--- src/rtl/reg_scoreboard.sv ---
// Register-result scoreboard for the ID stage: tracks per-GPR forwarding readiness and
// outstanding long-unit (mul/div) results, and stalls ID until every source can be served.
module reg_scoreboard #(
  parameter int unsigned NREG = 32,
  parameter int unsigned CNTW = 2
) (
  input  logic            clk,
  input  logic            rst,
  input  logic            ID_Valid,
  input  logic [4:0]      ID_rs,
  input  logic [4:0]      ID_rt,
  input  logic            ID_UseRs,
  input  logic            ID_UseRt,
  input  logic            ID_WrEn,
  input  logic [4:0]      ID_Dst,
  input  logic [CNTW-1:0] ID_Lat,
  input  logic            ID_Long,
  input  logic            LongDone,
  input  logic [4:0]      LongDst,
  input  logic            Flush,
  output logic            ID_Stall,
  output logic            ID_Fire,
  output logic            LongBusy
);

  logic [CNTW-1:0] cnt_q [NREG];
  logic [CNTW-1:0] cnt_d [NREG];
  logic [NREG-1:0] lbusy_q, lbusy_d;
  logic            lpend_q, lpend_d;

  logic haz_a, haz_b, waw_l, struct_l, wr_issue;

  // Register 0 and any index beyond NREG are never tracked.
  function automatic logic tracked(input logic [4:0] r);
    return (r != 5'd0) && (32'(r) < NREG);
  endfunction

  // Stall terms look only at registered state, so an issue never blocks itself.
  assign haz_a    = ID_UseRs && tracked(ID_rs) && ((cnt_q[ID_rs] != '0) || lbusy_q[ID_rs]);
  assign haz_b    = ID_UseRt && tracked(ID_rt) && ((cnt_q[ID_rt] != '0) || lbusy_q[ID_rt]);
  assign waw_l    = ID_WrEn && tracked(ID_Dst) && lbusy_q[ID_Dst];
  assign struct_l = ID_Long && lpend_q;

  assign ID_Stall = ID_Valid & (haz_a | haz_b | waw_l | struct_l);
  assign ID_Fire  = ID_Valid & ~ID_Stall & ~Flush;
  assign LongBusy = lpend_q;
  assign wr_issue = ID_Fire & ID_WrEn & tracked(ID_Dst);

  always_comb begin
    lbusy_d = lbusy_q;
    lpend_d = lpend_q;
    for (int unsigned r = 0; r < NREG; r++) begin
      cnt_d[r] = (cnt_q[r] != '0) ? cnt_q[r] - CNTW'(1) : '0;
    end

    if (LongDone) begin
      lpend_d = 1'b0;
      if (tracked(LongDst)) lbusy_d[LongDst] = 1'b0;
    end

    if (ID_Fire && ID_Long) lpend_d = 1'b1;

    // The younger issue overrides any decrement of the same register.
    if (wr_issue) begin
      if (ID_Long) begin
        lbusy_d[ID_Dst] = 1'b1;
        cnt_d[ID_Dst]   = '0;
      end else begin
        cnt_d[ID_Dst]   = ID_Lat;
      end
    end

    // Flush aborts the long unit too, so a coincident LongDone is moot.
    if (Flush) begin
      lpend_d = 1'b0;
      lbusy_d = '0;
      for (int unsigned r = 0; r < NREG; r++) begin
        cnt_d[r] = '0;
      end
    end
  end

  always_ff @(posedge clk or posedge rst) begin
    if (rst) begin
      cnt_q   <= '{default: '0};
      lbusy_q <= '0;
      lpend_q <= 1'b0;
    end else begin
      cnt_q   <= cnt_d;
      lbusy_q <= lbusy_d;
      lpend_q <= lpend_d;
    end
  end

endmodule

--- config.mk ---
export PLATFORM = sky130hd
export DESIGN_NAME = reg_scoreboard
export DESIGN_NICKNAME = d
export VERILOG_FILES = /design/src/rtl/reg_scoreboard.sv
export SDC_FILE = /design/constraint.sdc
export NUM_CORES = 1
export LEC_CHECK = 0
export CAP_MARGIN = 20
export CORE_UTILIZATION = 40
export CTS_CLUSTER_SIZE = 24
export DETAILED_ROUTE_END_ITERATION = 7
export SETUP_SLACK_MARGIN = 0.3
export SLEW_MARGIN = 20
export SYNTH_ARGS = -nofsm -noshare
export SYNTH_HDL_FRONTEND = slang
export SYNTH_SLANG_ARGS = --single-unit
--- constraint.sdc ---
create_clock -name clk -period 5.15 [get_ports clk]
set_clock_uncertainty 0.05 [all_clocks]
set_input_delay 0.515 -clock clk [delete_from_list [all_inputs] [get_ports clk]]
set_output_delay 0.515 -clock clk [all_outputs]
set_load 0.01 [all_outputs]
# --- Yosys cells after proc, flatten, opt, wreduce, memory -nomap -nowiden ---
# Index checks and enable logic that the tools add are counted.
op_classes:
  n_addsub: 32
  n_lt_le_gt_ge: 10
  mux: 62
  bitwise_logic: 18
  n_reduce_logical: 52
op_table:
  columns: ["operator", "n"]
  rows:
  - ["$mux W64", 3]
  - ["$mux W32", 5]
  - ["$mux W2", 37]
  - ["$reduce_bool A2 Y1", 34]
  - ["$and A64 B64 Y64", 1]
  - ["$bwmux W64", 1]
  - ["$not A64 Y64", 1]
  - ["$sub A2 B1 Y2 const B", 32]
  - ["$and A32 B32 Y32", 1]
  - ["$not A32 Y32", 1]
  - ["$or A32 B32 Y32", 1]
  - ["$lt A5 B6 Y1 const B", 4]
  - ["$bmux W2 S5", 2]
  - ["$reduce_bool A5 Y1", 4]
  - ["$ge A6 B6 Y1 const B", 3]
  - ["$not A5 Y6", 3]
  - ["$bmux W1 S5", 3]
  - ["$logic_and A1 B1 Y1", 11]
  - ["$demux W1 S5", 2]
  - ["$demux W2 S5", 1]
  - ["$ge A5 B1 Y1 const B", 2]
  - ["$mux W1", 8]
  - ["$lt A6 B1 Y1 const B", 1]
  - ["$and A1 B1 Y1", 5]
  - ["4 further kinds", 8]
word_totals:
  register_bits: 97
  input_bits: 31
  output_inout_bits: 3
  elab_cells: 208

# --- Depth between registers and ports, before layout ---
depth:
  depth_word: 18
  depth_mapped: 12
  mapped_depth_nobuf: 8

# --- Worst setup path after synthesis ---
# No wires, ideal clock.
synth_path:
  path_kind: "input-to-output"
  start: "input port ID_rs[1]"
  end: "output port ID_Fire"
  t_arrival_ns: 2.632
  setup_slack_ns: 1.953
  cell_stages: 9
  n_path_buf: 2
  cell_sequence: "buf_2 > nor4_1 > o31ai_1 > o31a_1 > o311ai_2 > and2_1 > buf_2 > nand2_1 > nor3b_1"
synth_via:
  elab_chain_len: 14
synth_lines:
  columns: ["element", "line", "rtl"]
  rows:
  - ["from (decl)", "10", "input logic [4:0] ID_rs,"]
  - ["$not A5 Y6 (not written as such)", "39", "assign haz_a = ID_UseRs && tracked(ID_rs) && ((cnt_q[ID_rs] != '0) || lbusy_q[ID_rs]);"]
  - ["$bmux W2 S5", "39", null]
  - ["$mux W2 (not written as such) (2 in series)", "39", null]
  - ["$reduce_bool A2 Y1", "39", null]
  - ["$logic_or A1 B1 Y1", "39", null]
  - ["$logic_and A1 B1 Y1 (*)", "39", null]
  - ["$or A1 B1 Y1 (*) (3 in series)", "44", "assign ID_Stall = ID_Valid & (haz_a | haz_b | waw_l | struct_l);"]
  - ["$and A1 B1 Y1 (*)", "44", null]
  - ["$not A1 Y1 (*)", "45", "assign ID_Fire = ID_Valid & ~ID_Stall & ~Flush;"]
  - ["$and A1 B1 Y1 (*) (2 in series)", "45", null]
  - ["to (decl)", "22", "output logic ID_Fire,"]
# Every way passes the cells marked *; elsewhere a longest branch is shown, timed or not. The select of a mux whose other input is x is not followed.

# --- Worst setup path after layout ---
# Ends and elaborated chain as after synthesis.

==> out/qor.csv <==
stage,metric,value,unit
outcome,status,"finished, final reports clean",
floorplan,chip width,124,um
synthesis,post-synthesis xor/xnor area fraction,0,
timing,Rel. slew slack,0.352,
clocking,Worst-path clk slew,0.07,ns
synthesis,Post-Syn Instances,624,
power_and_ir_drop,Net Sw Frac,0.271,
floorplan,# rows,44,
setup_path,crit end category,output pin,
timing,f_max,219,MHz
placement,input/output buffers,33,
detailed_routing,Post-DRT Antenna Nets,0,
layout,fill count,1365,
timing,hold slack,0.441,ns
power_and_ir_drop,Clk pwr share,0.397,
layout,Antenna Cells,0,
setup_path,critical path's slowest cell,clkdlybuf4s50_1,
synthesis,simple-gate portion of the synthesized area,0.248,
worst_hold_path,Hold Crit Depth,1,
setup_path,Crit Path Class,in2out,
detailed_routing,initial drt markers,545,
setup_path,reg2reg start,cnt_q[38],
timing,unrepaired setup endpoints after global routing,no,
layout,layout cells sized above 1,0.116,
detailed_routing,final WL,19700,um
timing,Worst Tran Pin Value,0.970,ns
setup_path,CP Buf/Inv Count,2,
global_route,largest net degree at the start of global routing,76,
floorplan,Initial Util,0.410,
power_and_ir_drop,Logic pwr share,0.126,
timing,Max Slew Vio Count,0,
floorplan,I/O pin count,34,
clocking,CTS buffer count,9,
setup_path,cells on worst reg2reg path,9,
detailed_routing,vias per cell,6.56,
placement,dpl cell area,0.00650,sq mm
clocking,CTS sink cnt,97,
setup_path,"delay-heaviest family, CP",buffers and inverters,
power_and_ir_drop,P per Cell Area,237,mW/mm^2
timing,fin crit share,0.887,
setup_path,Critical Path RT,4.59,ns
layout,final core occ,0.464,
synthesis,adder-cell area share of the yosys netlist,0,
global_route,first-pass GRT wire length,31500,um
power_and_ir_drop,Pleak,2.69,nW
clocking,Clock Path Buffers,2,
clocking,CTS resizes,0,
setup_path,Critical Path AT,4.00,ns
placement,DP HPWL,13800,um
setup_path,CP peak stage delay,0.87,ns
layout,post-route cell area,0.00677,sq mm
detailed_routing,Detailed Routing Iterations Pass 1,7,
power_and_ir_drop,P_sw,0.434,mW
power_and_ir_drop,Reg power frac,0.477,
clocking,# hold bufs at CTS,0,
clocking,clk_lat worst skew,0.36,ns
detailed_routing,Remaining DRCs,0,
job,Max-Cap Viols,0,
setup_path,Worst R2R Setup Slack,1.75,ns
power_and_ir_drop,post-layout power,1.60,mW
synthesis,main combinational cell family by area after synthesis,simple AND/OR/NAND/NOR gates,
floorplan,Die Area,0.0155,sq mm
setup_path,crit path max fanout,18,
clocking,CTS tree,built,
clocking,Post-CTS Setup Inserts,0,
global_route,gr ovfl total,0,
synthesis,Syn Nets,655,
detailed_routing,via count,5449,
synthesis,compound-gate portion of the synthesized area,0.181,
timing,setup TNS,0,ns
worst_hold_path,HP Class,reg2reg,
setup_path,Startpoint Class,primary input,
global_route,antenna violations before repair,0,
layout,Area Overhead vs Synth,13.2,%
synthesis,"Top FF cell, synth",dfrtp_1,
clocking,H-tree depth,3,
floorplan,height of the chip,124,um
synthesis,Mapped Avg Cell Area,9.59,sq um
placement,Final GP Congestion,0.904,
layout,# nets final,673,
power_and_ir_drop,worst vdd ir,0.182,mV
detailed_routing,WL/cell,23.7,um
layout,register area,0.00243,sq mm
synthesis,"FF+latch count, synth",97,
power_and_ir_drop,P_int,1.17,mW
global_route,number of global-route vias before repair,5432,
timing,endpoints failing hold,0,
setup_path,CP most frequent cell,clkdlybuf4s50_1,
global_route,GRT Overall Usage,0.264,
synthesis,Netlist Area Pre-Place,0.00598,sq mm
synthesis,synth unique cells,59,
setup_path,RR Endpoint,cnt_q[33],
synthesis,post-synthesis mux area share,0.119,
synthesis,register area share after synthesis,0.406,
floorplan,Placeable Area,0.0146,sq mm
synthesis,post-synthesis async set-or-reset flop share,1.00,
layout,area taken by multi-input logic gates,0.00328,sq mm
synthesis,Yosys warning total,0,
timing,final setup fails,0,
worst_hold_path,Hold Path Sink,cnt_q[62],
setup_path,crit-path cells,clkdlybuf4s50_1 > nor4b_1 > or4b_2 > o31ai_1 > o31a_1 > o311ai_2 > and2_1 > nand2_1 > nor3b_1 > clkdlybuf4s50_1,
clocking,CTS root buf,clkbuf_16,
timing,crit path time final,4.57,ns
worst_hold_path,Hold Path Origin,cnt_q[62],
synthesis,number of synthesized flops with an enable pin,0,
## metal layers
layer,wire (um),up-vias,track usage
met5,0,-,0
met4,590,0,0.101
met3,1800,44,0.0679
met2,8710,294,0.390
met1,8600,2686,0.370
li1,-,2425,-
## cell type report
cell class	count	area share
well taps	184	0.0340
clock inverters	5	0.00462
inverters	22	0.0126
multi-input cells	460	0.485
flip-flops and latches	97	0.358
clock buffers	11	0.0358
repair buffers	52	0.0698
## worst reg2reg max path, stage by stage, from the launching register on
cell and delay, ns:
dfrtp_1 0.40, or3_1 0.45, mux4_2 0.48, o2111ai_1 0.25, o311ai_2 0.32, a311oi_4 0.30, nand3_1 0.41, buf_4 0.35
o2111ai_1 0.17, o21ai_0 0.10
## cells in the final DEF, fill, tap and decap left out, drive strengths merged, types with 9 or more instances in the layout
| master | n |
|---|---|
| nor2 | 15 |
| mux2i | 36 |
| o211ai | 16 |
| o2111ai | 12 |
| dfrtp | 97 |
| o21ai | 73 |
| nor3b | 26 |
| nand3 | 90 |
| nor2b | 9 |
| nor4b | 11 |
| nor4 | 21 |
| clkbuf | 11 |
| mux4 | 15 |
| nor3 | 18 |
| buf | 19 |
| inv | 22 |
| nand2 | 36 |
| o31ai | 9 |
| clkdlybuf4s50 | 33 |
## synth_stat cells, types with 2 or more instances
| master | number | area (sq um) |
|---|---|---|
| a2111oi_0 | 3 | 26.3 |
| a211oi_1 | 6 | 45.0 |
| a21oi_1 | 7 | 35.0 |
| a22oi_1 | 4 | 30.0 |
| a311oi_4 | 4 | 105 |
| a31oi_1 | 2 | 12.5 |
| and2_1 | 3 | 18.8 |
| and3_1 | 2 | 12.5 |
| and3b_1 | 4 | 35.0 |
| buf_1 | 3 | 11.3 |
| buf_2 | 13 | 65.1 |
| clkbuf_1 | 28 | 105 |
| dfrtp_1 | 97 | 2430 |
| inv_1 | 22 | 82.6 |
| mux2i_1 | 36 | 360 |
| mux4_2 | 14 | 315 |
| nand2_1 | 35 | 131 |
| nand3_1 | 87 | 435 |
| nand3_2 | 2 | 20.0 |
| nand3b_1 | 8 | 60.1 |
| nor2_1 | 15 | 56.3 |
| nor2b_1 | 9 | 56.3 |
| nor3_1 | 18 | 90.1 |
| nor3b_1 | 26 | 195 |
| nor4_1 | 20 | 125 |
| nor4b_1 | 11 | 96.3 |
| o2111ai_1 | 12 | 105 |
| o211ai_1 | 16 | 120 |
| o21ai_0 | 17 | 85.1 |
| o21ai_1 | 55 | 275 |
| o311ai_2 | 2 | 32.5 |
| o31a_1 | 2 | 17.5 |
| o31ai_1 | 4 | 30.0 |
| o31ai_2 | 5 | 62.6 |
| o41ai_1 | 2 | 17.5 |
| or2_2 | 2 | 12.5 |
| or3_1 | 5 | 31.3 |
| or3b_2 | 2 | 17.5 |
## through the flow
step	std cells	worst slack (ns)
after floorplan	624	1.95
after global placement	815	0.685
after detailed placement	815	0.589
after CTS	831	0.558
after global routing	831	0.347
final	831	0.582
## power by group through the flow
stage	Sequential, mW	Combinational, mW	Clock (mW)
floorplan	0.778	0.119	0
global placement	0.779	0.198	0
detailed placement	0.779	0.199	0
CTS	0.764	0.200	0.646
global route	0.764	0.217	0.680
finish	0.764	0.202	0.636
## state kept, by name, indices dropped and copies added (netlist names)
| register | count |
|---|---|
| LongBusy | 1 |
| cnt_q | 64 |
| lbusy_q | 32 |
## worst max-delay path by stage
stage	startpoint	end	slack [ns]	cells past startpoint
CTS	ID_rs[1]	ID_Fire	0.56	10
global placement	ID_rs[1]	ID_Fire	0.68	10
detailed placement	ID_rs[1]	ID_Fire	0.59	10
finish	ID_rs[1]	ID_Fire	0.58	10
global route	ID_rs[1]	ID_Fire	0.35	10
floorplan	ID_rs[1]	ID_Fire	1.95	9
## cell families (layout without fill, tap and decap cells)
| group | after synthesis | after routing |
|---|---|---|
| AOI/OAI and AO/OA | 150 | 150 |
| buffers and inverters | 67 | 90 |
| DFF | 97 | 97 |
| muxes | 52 | 52 |
| and+or+nand+nor | 258 | 258 |
Note: power is estimated with default switching activity, not from simulation.
